**src/rtl/fetch_pkg.sv**
```systemverilog
// Shared types and constants for the fetch stage.
// Holds the buffered entry layout, the NOP encoding and the PC step.
package fetch_pkg;

  typedef struct packed {
    logic [31:0] pc;
    logic [31:0] instr;
  } fetch_entry_t;

  localparam logic [31:0] INSTR_NOP = 32'h00000013;
  localparam logic [31:0] PC_STEP   = 32'd4;

  // Word-align a redirect target.
  function automatic logic [31:0] align_pc(input logic [31:0] a);
    return a & 32'hFFFF_FFFC;
  endfunction

endpackage

```
**src/rtl/fetch_fifo.sv**
```systemverilog
// Small synchronous FIFO of fetched {PC, instruction} entries.
// Ports: clk_i, rst_i, flush_i, push_i/push_data_i, pop_i, count_o, head_o.
import fetch_pkg::*;

module fetch_fifo #(
  parameter int DEPTH = 2
) (
  input  logic                       clk_i,
  input  logic                       rst_i,
  input  logic                       flush_i,
  input  logic                       push_i,
  input  fetch_entry_t               push_data_i,
  input  logic                       pop_i,
  output logic [$clog2(DEPTH):0]     count_o,
  output fetch_entry_t               head_o
);

  localparam int AW = $clog2(DEPTH);
  localparam int CW = AW + 1;

  fetch_entry_t   mem_q [DEPTH];
  logic [AW-1:0]  wr_ptr_q, wr_ptr_d;
  logic [AW-1:0]  rd_ptr_q, rd_ptr_d;
  logic [CW-1:0]  count_q, count_d;
  logic           push_ok;
  logic           pop_ok;

  // Guards keep the pointers sane even if a caller misbehaves.
  assign pop_ok  = pop_i & (count_q != '0);
  assign push_ok = push_i &
                   ((count_q != CW'(DEPTH)) | pop_ok);

  always_comb begin
    wr_ptr_d = wr_ptr_q;
    rd_ptr_d = rd_ptr_q;
    count_d  = count_q;
    if (flush_i) begin
      wr_ptr_d = '0;
      rd_ptr_d = '0;
      count_d  = '0;
    end else begin
      // Power-of-two depth: pointers wrap naturally.
      if (push_ok) wr_ptr_d = wr_ptr_q + 1'b1;
      if (pop_ok)  rd_ptr_d = rd_ptr_q + 1'b1;
      count_d = count_q + CW'(push_ok) - CW'(pop_ok);
    end
  end

  always_ff @(posedge clk_i) begin
    if (rst_i) begin
      wr_ptr_q <= '0;
      rd_ptr_q <= '0;
      count_q  <= '0;
    end else begin
      wr_ptr_q <= wr_ptr_d;
      rd_ptr_q <= rd_ptr_d;
      count_q  <= count_d;
    end
  end

  // Storage needs no reset; count gates every read.
  always_ff @(posedge clk_i) begin
    if (!rst_i && !flush_i && push_ok) begin
      mem_q[wr_ptr_q] <= push_data_i;
    end
  end

  assign count_o = count_q;
  assign head_o  = mem_q[rd_ptr_q];

endmodule

```
**src/rtl/fetch_controller.sv**
```systemverilog
// Fetch-stage controller: issues imem reads, buffers returns, feeds decode.
// Ports: CLK/RST, PC_Cur/PC_Next/PC_En, IMem_*, Redirect_*, ID_Ready, IF_*.
import fetch_pkg::*;

module fetch_controller #(
  parameter int DEPTH = 2
) (
  input  logic        CLK,
  input  logic        RST,
  input  logic [31:0] PC_Cur,
  output logic [31:0] PC_Next,
  output logic        PC_En,
  output logic        IMem_Req,
  output logic [31:0] IMem_Addr,
  input  logic [31:0] IMem_RData,
  input  logic        Redirect_Valid,
  input  logic [31:0] Redirect_Target,
  input  logic        ID_Ready,
  output logic        IF_Valid,
  output logic [31:0] IF_Instr,
  output logic [31:0] IF_PC
);

  localparam int CW = $clog2(DEPTH) + 1;
  localparam int OW = CW + 1;

  logic [CW-1:0] count;
  fetch_entry_t  head;
  fetch_entry_t  push_data;
  logic          push;
  logic          pop;
  logic          issue;
  logic [OW-1:0] occ;

  logic          inflight_q, inflight_d;
  logic [31:0]   inflight_pc_q, inflight_pc_d;
  logic          squash_q, squash_d;

  assign IF_Valid = ~RST & (count != '0);

  // A redirect steals the cycle: no pop.
  assign pop = IF_Valid & ID_Ready & ~Redirect_Valid;

  // Credit: buffered + in-flight - leaving must leave a free slot
  // so every returning word is guaranteed space.
  assign occ = OW'(count) + OW'(inflight_q) - OW'(pop);

  assign issue = ~RST & ~Redirect_Valid &
                 (occ < OW'(DEPTH));

  // Flush on redirect dominates a same-cycle return.
  assign push = inflight_q & ~squash_q & ~Redirect_Valid;

  assign push_data.pc    = inflight_pc_q;
  assign push_data.instr = IMem_RData;

  always_comb begin
    PC_En    = 1'b0;
    PC_Next  = PC_Cur + PC_STEP;
    IMem_Req = 1'b0;
    if (!RST) begin
      if (Redirect_Valid) begin
        PC_En   = 1'b1;
        PC_Next = align_pc(Redirect_Target);
      end else if (issue) begin
        PC_En    = 1'b1;
        IMem_Req = 1'b1;
      end
    end
  end

  assign IMem_Addr = PC_Cur;

  always_comb begin
    inflight_d    = issue;
    inflight_pc_d = inflight_pc_q;
    squash_d      = 1'b0;
    if (issue) inflight_pc_d = PC_Cur;
    if (Redirect_Valid) squash_d = inflight_q;
  end

  always_ff @(posedge CLK) begin
    if (RST) begin
      inflight_q    <= 1'b0;
      inflight_pc_q <= '0;
      squash_q      <= 1'b0;
    end else begin
      inflight_q    <= inflight_d;
      inflight_pc_q <= inflight_pc_d;
      squash_q      <= squash_d;
    end
  end

  fetch_fifo #(
    .DEPTH (DEPTH)
  ) u_fifo (
    .clk_i       (CLK),
    .rst_i       (RST),
    .flush_i     (Redirect_Valid),
    .push_i      (push),
    .push_data_i (push_data),
    .pop_i       (pop),
    .count_o     (count),
    .head_o      (head)
  );

  assign IF_Instr = IF_Valid ? head.instr : INSTR_NOP;
  assign IF_PC    = IF_Valid ? head.pc    : 32'h0;

endmodule

```
**config.mk**
```make
export PLATFORM = sky130hd
export DESIGN_NAME = fetch_controller
export DESIGN_NICKNAME = d
export VERILOG_FILES = /design/src/rtl/fetch_pkg.sv /design/src/rtl/fetch_fifo.sv /design/src/rtl/fetch_controller.sv
export SDC_FILE = /design/constraint.sdc
export NUM_CORES = 1
export LEC_CHECK = 0
export BUFFER_PORTS_ARGS = -buffer_cell sky130_fd_sc_hd__buf_2
export CORE_ASPECT_RATIO = 0.75
export CORE_MARGIN = 2
export CORE_UTILIZATION = 39
export CTS_CLUSTER_SIZE = 28
export DETAILED_ROUTE_END_ITERATION = 10
export SKIP_CTS_REPAIR_TIMING = 1
export SYNTH_ARGS = -nofsm -noshare
export SYNTH_HDL_FRONTEND = slang
export SYNTH_HIERARCHICAL = 1
export SYNTH_SLANG_ARGS = --single-unit
```
**constraint.sdc**
```tcl
create_clock -name CLK -period 15.4 [get_ports CLK]
set_input_delay 0 -clock CLK [delete_from_list [all_inputs] [get_ports CLK]]
set_output_delay 0 -clock CLK [all_outputs]
set_load 0.02 [all_outputs]
```
# After elaboration in Yosys (flattened, before gate mapping)
# Memories as Yosys holds them, arrays and structs flattened. A register that Yosys moved wholly into a read port is not among the register bits.
# Cells that the tools add are included.
dict set report totals {
  wordCells 49
  ramBits 128
  mem_count 1
  out_inout_bits 131
  inputBits 100
  reg_bits 38
}
dict set report classes {
  muxes 13
  n_lt_le_gt_ge 1
  add_sub_neg 7
  n_eq_ne 1
  bitwise_logic 13
  reduce_logical 7
}
# memory depth width read_ports rd_ports_with_merged_regs write_ports line
set memory_table {}
lappend memory_table {u_fifo.mem_q 2 64 1 1 1 fetch_fifo.sv:21} ;# fetch_entry_t mem_q [DEPTH];
# op n
set ops {}
lappend ops {{$mux W32} 4}
lappend ops {{$add A32 B3 Y32 const B} 1}
lappend ops {{$and A1 B1 Y1} 9}
lappend ops {{$mux W1} 9}
lappend ops {{$reduce_or A2 Y1} 2}
lappend ops {{$add A2 B1 Y3} 1}
lappend ops {{$lt A3 B2 Y1 const B} 1}
lappend ops {{$not A1 Y1} 3}
lappend ops {{$sub A3 B1 Y3} 1}
lappend ops {{$add A1 B1 Y1 const B} 2}
lappend ops {{$add A2 B1 Y2} 1}
lappend ops {{$logic_and A1 B1 Y1} 2}
lappend ops {{$logic_not A1 Y1} 2}
lappend ops {{$ne A2 B2 Y1 const B} 1}
lappend ops {{$reduce_bool A2 Y1} 1}
lappend ops {{$sub A2 B1 Y2} 1}
lappend ops {{$or A1 B1 Y1} 1}

# Logic depth before layout (Yosys ltp)
# Gate-level depths: netlist of the first run.
dict set report depth {
  word_depth 10
  mapped_depth 11
  mapped_depth_nobuf 10
}

# Hierarchy
# The synthesis of the first run kept the hierarchy.
# mod instances area_each_um2 cells_each seq_area_each_um2
set modules_own_cells {}
lappend modules_own_cells {fetch_fifo 1 5166.2 223 3943.8}
lappend modules_own_cells {fetch_controller 1 2867.8 430 680.7}

# Least setup slack after synthesis of the first run
# OpenSTA, ideal clock, no wires.
dict set report synth_path {
  path_kind {flip-flop to flip-flop}
  start {register u_fifo.count_q[1], in the netlist u_fifo/count_o[1]}
  end {memory u_fifo/mem_q[1][0] in the netlist's numbering (enable)}
  path_buffers 0
  required_ns 14.735
  t_arrival_ns 7.871
  slack_ns 6.863
  period_less_slack_ns 8.537
  setup_time_ns 0.665
  path_stages_with_launch 5
  path_cell_list {dfxtp_1 nor2_1 nor4b_1 o31ai_4 nor4b_1}
}
dict set report synth_between {
  elab_chain_len 10
  elab_cells_between_ends 11
  classes_between {eq/ne: 1; mux: 2; bitwise: 6; reduce/logical: 2}
}
# element line
set synth_rtl {}
lappend synth_rtl {{from (decl)} fetch_fifo.sv:24} ;# logic [CW-1:0] count_q, count_d;
lappend synth_rtl {{from (signal assigned)} fetch_fifo.sv:57} ;# count_q <= count_d;
lappend synth_rtl {{$reduce_bool A2 Y1} fetch_controller.sv:39} ;# assign IF_Valid = ~RST & (count != '0);
lappend synth_rtl {{$and A1 B1 Y1} fetch_controller.sv:39}
lappend synth_rtl {{$and A1 B1 Y1 (2 in series)} fetch_controller.sv:42} ;# assign pop = IF_Valid & ID_Ready & ~Redirect_Valid;
lappend synth_rtl {{named net pop} fetch_controller.sv:31} ;# logic pop;
lappend synth_rtl {{$and A1 B1 Y1} fetch_fifo.sv:29} ;# assign pop_ok = pop_i & (count_q != '0);
lappend synth_rtl {{$or A1 B1 Y1} fetch_fifo.sv:31} ;# ((count_q != CW'(DEPTH)) | pop_ok);
lappend synth_rtl {{$and A1 B1 Y1} fetch_fifo.sv:30} ;# assign push_ok = push_i &
lappend synth_rtl {{$logic_and A1 B1 Y1} fetch_fifo.sv:63} ;# if (!rst_i && !flush_i && push_ok) begin
lappend synth_rtl {{$mux W1} fetch_fifo.sv:63}
lappend synth_rtl {{$mux W1 (not written as such)} fetch_fifo.sv:64} ;# mem_q[wr_ptr_q] <= push_data_i;
lappend synth_rtl {{to (decl)} fetch_fifo.sv:21}
# The timed path passes the listed nets, and every way through them passes these cells.

# Worst setup path after layout of the first run
dict set report layout_path {
  start {register u_fifo.count_q[0], in the netlist u_fifo/count_o[0]}
  end {output port IMem_Req}
}
dict set report layout_between {
  elab_chain_len 10
  elab_cells_between_ends 11
  classes_between {add/sub: 2; order compare: 1; mux: 3; bitwise: 4; reduce/logical: 1}
}
# element line
set layout_rtl {}
lappend layout_rtl {{$reduce_bool A2 Y1} fetch_controller.sv:39}
lappend layout_rtl {{$and A1 B1 Y1} fetch_controller.sv:39}
lappend layout_rtl {{$and A1 B1 Y1 (2 in series)} fetch_controller.sv:42}
lappend layout_rtl {{named net pop} fetch_controller.sv:31}
lappend layout_rtl {{$sub A3 B1 Y3} fetch_controller.sv:46} ;# assign occ = OW'(count) + OW'(inflight_q) - OW'(pop);
lappend layout_rtl {{$lt A3 B2 Y1} fetch_controller.sv:49} ;# (occ < OW'(DEPTH));
lappend layout_rtl {{$and A1 B1 Y1} fetch_controller.sv:48} ;# assign issue = ~RST & ~Redirect_Valid &
lappend layout_rtl {{$mux W1} fetch_controller.sv:65} ;# end else if (issue) begin
lappend layout_rtl {{$mux W1} fetch_controller.sv:62} ;# if (Redirect_Valid) begin
lappend layout_rtl {{$mux W1} fetch_controller.sv:61} ;# if (!RST) begin
lappend layout_rtl {{to (decl)} fetch_controller.sv:13} ;# output logic IMem_Req,
# The timed path passes the listed nets, and every way through them passes these cells.

==> metrics.csv, run 1 <==
stage,metric,value,unit
layout,synthToLayoutAreaGrowth,28.9,%
layout,antenna_cells,0,
layout,mostFrequentLayoutCells,"buf_2 (228), edfxtp_1 (128), nand2_1 (93)",
drt,wl,19000,um
power_and_ir_drop,total_power,0.00101,W
clock_tree,path_clk_slew,0.07,ns
timing,tightest_slew,1.11,ns
placement,gp_congestion,0.774,
drt,drt_iter0_markers,300,
grt,grt-ovfl-total,0,
layout,drive_above_1_share,37.4,%
timing,period_share,26.9,%
die,io_pins,231,
clock_tree,cts_tree,done,
yosys,synthArstFlopShare,0,%
timing,setup_violations,0,
yosys,ys_ff_latch,167,
yosys,synth_nets,758,
die,start_util,39.7,%
timing,holdWs,0.237,ns
drt,drc,0,
clock_tree,clk_latency,0.42,ns
clock_tree,htreeDepth,4,
grt,grt_max_degree,65,
grt,grt_usage,17.1,%
grt,grt_pass1_vias,5192,
power_and_ir_drop,vdd_drop_max,0.0000711,V
placement,postPlaceCellArea,0.00910,mm2
clock_tree,clock-sinks,167,
drt,detail_route.wl_per_cell,16.2,um
timing,max_clock_freq,241,MHz
timing,tns,0,ns
yosys,ys_types,50,
grt,use_met2,26.9,%
layout,final_area,0.0104,mm2
grt,grt_pass1_wl,28400,um
setup_path,end_kind,output port,
placement,io_buffers,228,
hold_path,hp-class,input pin to flip-flop,
yosys,synth_edf_count,128,
die,core,0.0202,mm2
die,dieArea,0.0218,mm2
yosys,syn_area_per_cell,12.3,um2
timing,slew_headroom,26.1,%
drt,vias_per_cell,4.85,
yosys,ys_seq_area_share,57.6,%
layout,final_common_cell,buf_2,
layout,nNetsFinal,1010,
die,rows,45,
drt,ant_nets,0,
die,die_w,170,um
setup_path,worst_ep_arrival_time,4.15,ns
timing,grt_setup_unrepaired,false,
power_and_ir_drop,p_per_area,97.7,mW/mm2
timing,hold_viol,0,
clock_tree,root_buffer,clkbuf_16,
clock_tree,cts_buffers,17,
grt,grt.met1_usage,23.6,%
yosys,syn_area,0.00803,mm2
timing,drv_slew,0,
clock_tree,clockBufferDepth,2,
setup_path,worstSetupPathType,flip-flop to output port,
grt,gr-usage-met3,4.35,%
run_status,status,completed,
setup_path,crit_path_start_kind,flip-flop,
timing,fin_crit,4.15,ns
die,die_y,128,um
grt,antenna_found_initial,0,
job,maxCapViolCount,0,
layout,post-route-util,51.2,%
yosys,syn_inst,653,
setup_path,crit_path_max_fanout,33,
drt,firstDrtPassIters,5,
yosys,yosysWarnings,6,
timing,clock_skew,0.0109,ns
power_and_ir_drop,p_leak,4.20,nW
drt,vias,5708,
placement,dpl.hpwl,12400,um
yosys,synth_flop_cell,edfxtp_1,
setup_path,cp_data_required_time,15.40,ns
grt,busiest_layer,met2,
[worst paths after layout]
kind                     start                   to  slack (ns)  cells past startpoint
max          u_fifo/count_o[0]             IMem_Req       11.25                      9
min                        RST    inflight_pc_q[26]        0.24                      2
max reg2reg  u_fifo/count_o[0]    inflight_pc_q[21]       11.62                     10
min reg2reg  inflight_pc_q[31]  u_fifo/mem_q[0][63]        0.46                      0
[registers in the layout, indices dropped and copies added, names as in the netlist, named ones only]
register and count:
u_fifo/rd_ptr_q 1, inflight_pc_q 32, u_fifo/count_o 2, u_fifo/wr_ptr_q 1, inflight_q 1, squash_q 1, u_fifo/mem_q 128
[metal layers]
layer	part of all wire, %	vias up	routed length (um)
li1	-	2814	-
met2	45	217	8620
met3	7.0	10	1340
met5	0	-	0
met4	0.87	0	165
met1	47	2667	8890
[final cells by class]
class                   instances  area (um2)
inverters                      12        45.0
clock inverters                15         179
fillers                      1826        9860
repair buffers                300        1840
well taps                     258         323
multi-input cells             407        2910
flip-flops and latches        167        4630
clock buffers                  17         425
[kinds of logic (layout without fill, tap and decap cells)]
family                     count (synthesis)  after routing  synth area share, %
and+or+nand+nor                          243            243                 15.5
xor gates and xnor gates                  18             18                 1.96
adders and majority gates                  5              5                0.872
muxes                                     65             65                 11.9
buffers and inverters                     79            344                 6.53
DFF                                      167            167                 57.6
AOI/OAI and AO/OA                         76             76                 5.67
[metrics by stage]
stage | std cells | worst slack, ns
2_1_floorplan | 653 | 6.86
3_3_place_gp | 1079 | 11.61
3_5_place_dp | 1079 | 11.55
4_1_cts | 1111 | 11.14
5_1_grt | 1176 | 10.95
6_report | 1176 | 11.25
[power breakdown]
| part | switching (W) | internal [W] | total (W) |
|---|---|---|---|
| Clock | 0.000197 | 0.000220 | 0.000417 |
| Sequential | 0.00000385 | 0.000490 | 0.000494 |
| Combinational | 0.0000585 | 0.0000416 | 0.000100 |
| Total | 0.000260 | 0.000751 | 0.00101 |
[Yosys cell counts, drive strengths merged (2+ instances only)]
library cell  count  share of area (%)
dfxtp            39                9.7
a21oi            34                2.1
buf              41                4.7
clkbuf           26                1.2
nand4b            2               0.22
nand2            93                4.3
or3               7               0.55
nor4              8               0.62
nand4             8               0.78
nor4b             2               0.22
nand2b            2               0.16
o31ai             3               0.45
and2             64                5.0
a21o              2               0.19
inv              12               0.56
xnor2            14                1.5
nor3             10               0.62
nand3b            2               0.19
mux2             64                 12
o21ai            16                1.0
a31oi            12               0.93
o41ai             3               0.33
nor2             22                1.0
edfxtp          128                 48
or4               6               0.56
nand3            11               0.75
xor2              4               0.44
ha                4               0.62
and3              3               0.23
[worst max-delay path: stages, from the launching register on]
cell	delay, ns
dfxtp_1	0.45
nor2_1	0.20
nor4b_1	0.77
ha_1	0.35
nand2b_1	0.15
fa_1	0.38
xnor2_1	0.16
nand3_1	0.11
inv_1	0.81
buf_2	0.33
(Power assumes the default switching activity.)
==> run 2: changes to the inputs <==
--- a/config.mk
+++ b/config.mk
@@ -11,6 +11,7 @@
 export CORE_UTILIZATION = 39
 export CTS_CLUSTER_SIZE = 28
 export DETAILED_ROUTE_END_ITERATION = 10
+export PLACE_DENSITY = 0.65
 export SKIP_CTS_REPAIR_TIMING = 1
 export SYNTH_ARGS = -nofsm -noshare
 export SYNTH_HDL_FRONTEND = slang
==> constraint.sdc (replaced) <==
create_clock -name CLK -period 3.7 [get_ports CLK]
set_input_delay 0 -clock CLK [delete_from_list [all_inputs] [get_ports CLK]]
set_output_delay 0 -clock CLK [all_outputs]
set_load 0.02 [all_outputs]
==> run 2 against run 1 <==
Compared with the run above: sequential power grew to 4.2 times the previous value; register-to-register slack worse by 11 ns; global-route usage hardly changed; cell area is 0.80% higher; power grew to 4.2 times the previous value; clock skew is 0.0041 ns lower; non-clock buffer count is 4 higher; clock power grew to 4.2 times the previous value; largest cell class unchanged; highest routed layer unchanged.
==> metrics.csv, run 2 (synthesis gave the netlist of run 1 again) <==
stage,metric,value,unit
run_status,status,completed,
clock_tree,clock-sinks,167,
die,core,0.0202,mm2
setup_path,cp_data_required_time,3.70,ns
die,start_util,39.7,%
layout,mostFrequentLayoutCells,"buf_2 (228), edfxtp_1 (128), nand2_1 (93)",
power_and_ir_drop,p_leak,4.24,nW
clock_tree,clk_latency,0.43,ns
clock_tree,path_clk_slew,0.07,ns
timing,fin_crit,3.39,ns
layout,largest_reg_flops,128,
setup_path,reg2reg_to,inflight_pc_q[23],
drt,ant_nets,0,
grt,grt-ovfl-total,0,
drt,detail_route.wl_per_cell,16.4,um
setup_path,timing.rr.start,u_fifo/count_o[1],
timing,grt_setup_unrepaired,false,
timing,tns,0,ns
timing,drv_slew,0,
timing,holdWs,0.157,ns
timing,hold_viol,0,
timing,setup_violations,0,
grt,grt_pass1_vias,5101,
die,io_pins,231,
setup_path,worstSetupPathType,flip-flop to output port,
layout,post-route-util,51.6,%
job,maxCapViolCount,0,
clock_tree,root_buffer,clkbuf_16,
die,die_y,128,um
placement,dpl.hpwl,13100,um
layout,regMostFlops,u_fifo/mem_q,
clock_tree,clockBufferDepth,2,
clock_tree,htreeDepth,4,
grt,antenna_found_initial,0,
power_and_ir_drop,vdd_drop_max,0.000316,V
setup_path,crit_path_start_kind,flip-flop,
drt,vias,5752,
drt,drt_iter0_markers,322,
grt,grt_usage,17.1,%
layout,final_area,0.0104,mm2
die,dieArea,0.0218,mm2
timing,slew_headroom,47.9,%
layout,antenna_cells,0,
layout,drive_above_1_share,37.7,%
setup_path,end_kind,output port,
drt,drc,0,
setup_path,crit_path_max_fanout,29,
placement,postPlaceCellArea,0.00917,mm2
placement,io_buffers,228,
timing,period_share,91.6,%
timing,clock_skew,0.00680,ns
layout,final_cells,1180,
timing,max_clock_freq,295,MHz
power_and_ir_drop,p_per_area,407,mW/mm2
grt,grt_pass1_wl,28100,um
setup_path,r2r_cells,11,
hold_path,hp-class,input pin to flip-flop,
layout,synthToLayoutAreaGrowth,29.9,%
placement,dp_cells,1083,
die,rows,45,
drt,vias_per_cell,4.87,
drt,wl,19400,um
drt,firstDrtPassIters,5,
die,die_w,170,um
setup_path,cp-startpoint,u_fifo/count_o[1],
layout,nNetsFinal,1014,
clock_tree,cts_tree,done,
setup_path,rrSetupSlack,0.66,ns
grt,grt_max_degree,65,
layout,final_common_cell,buf_2,
setup_path,worst_ep_arrival_time,3.39,ns
placement,gp_congestion,0.907,
timing,tightest_slew,0.781,ns
setup_path,endpoint,IMem_Req,
clock_tree,cts_buffers,17,
## run 2: cell types whose count changed in the layout (fill, tap and decap cells not counted), sizes merged
cell / previous run / this run
buf: 235 / 239
inv: 19 / 22
clkinv: 8 / 5
## run 2: layer usage
metal  share of wire (%)  wire, um  vias up  track usage, %
li1                    -         -     2820               -
met1                  45      8820     2687            23.6
met2                  47      9140      225            27.1
met3                 6.0      1160       20            3.49
met4                 1.4       279        0            6.23
met5                   0         0        -               0
## run 2: worst min-delay path by stage
stage | slack, ns | cells after the start | to | startpoint
3_3_place_gp | 0.19 | 1 | u_fifo/mem_q[1][18] | IMem_RData[18]
3_5_place_dp | 0.19 | 1 | u_fifo/mem_q[0][30] | IMem_RData[30]
2_1_floorplan | 0.08 | 1 | u_fifo/count_o[1] | RST
6_report | 0.16 | 5 | flip-flop | RST
5_1_grt | 0.18 | 3 | inflight_pc_q[8] | RST
4_1_cts | -0.27 | 1 | u_fifo/mem_q[0][1] | IMem_RData[1]
## run 2: power breakdown
group	internal, W	switching, W
logic	0.000175	0.000248
clock network	0.000931	0.000843
registers	0.00204	0.0000154
total	0.00315	0.00111
## run 2: worst max-delay path: stages, from the launching register on
cell,delay [ns]
dfxtp_1,0.46
nor2_1,0.16
nor4b_2,0.45
ha_1,0.31
nand2b_1,0.16
fa_1,0.39
xnor2_1,0.17
nand3_1,0.12
inv_1,0.14
buf_4,0.35
buf_2,0.24
## run 2: cell type report
cell class,count,area (um2)
clock inverter,15,191
timing repair buffer,304,1900
fill,1764,9780
sequential,167,4630
inverter,12,45.0
tap,258,323
clock buffer,17,425
multi-input combinational,407,2920
## run 2: metrics by stage
stage	power [W]	setup WS, ns
after floorplan	0.00231	0.0295
after global placement	0.00246	0.763
after detailed placement	0.00247	0.659
after CTS	0.00425	0.264
after global routing	0.00442	0.0326
final	0.00425	0.312
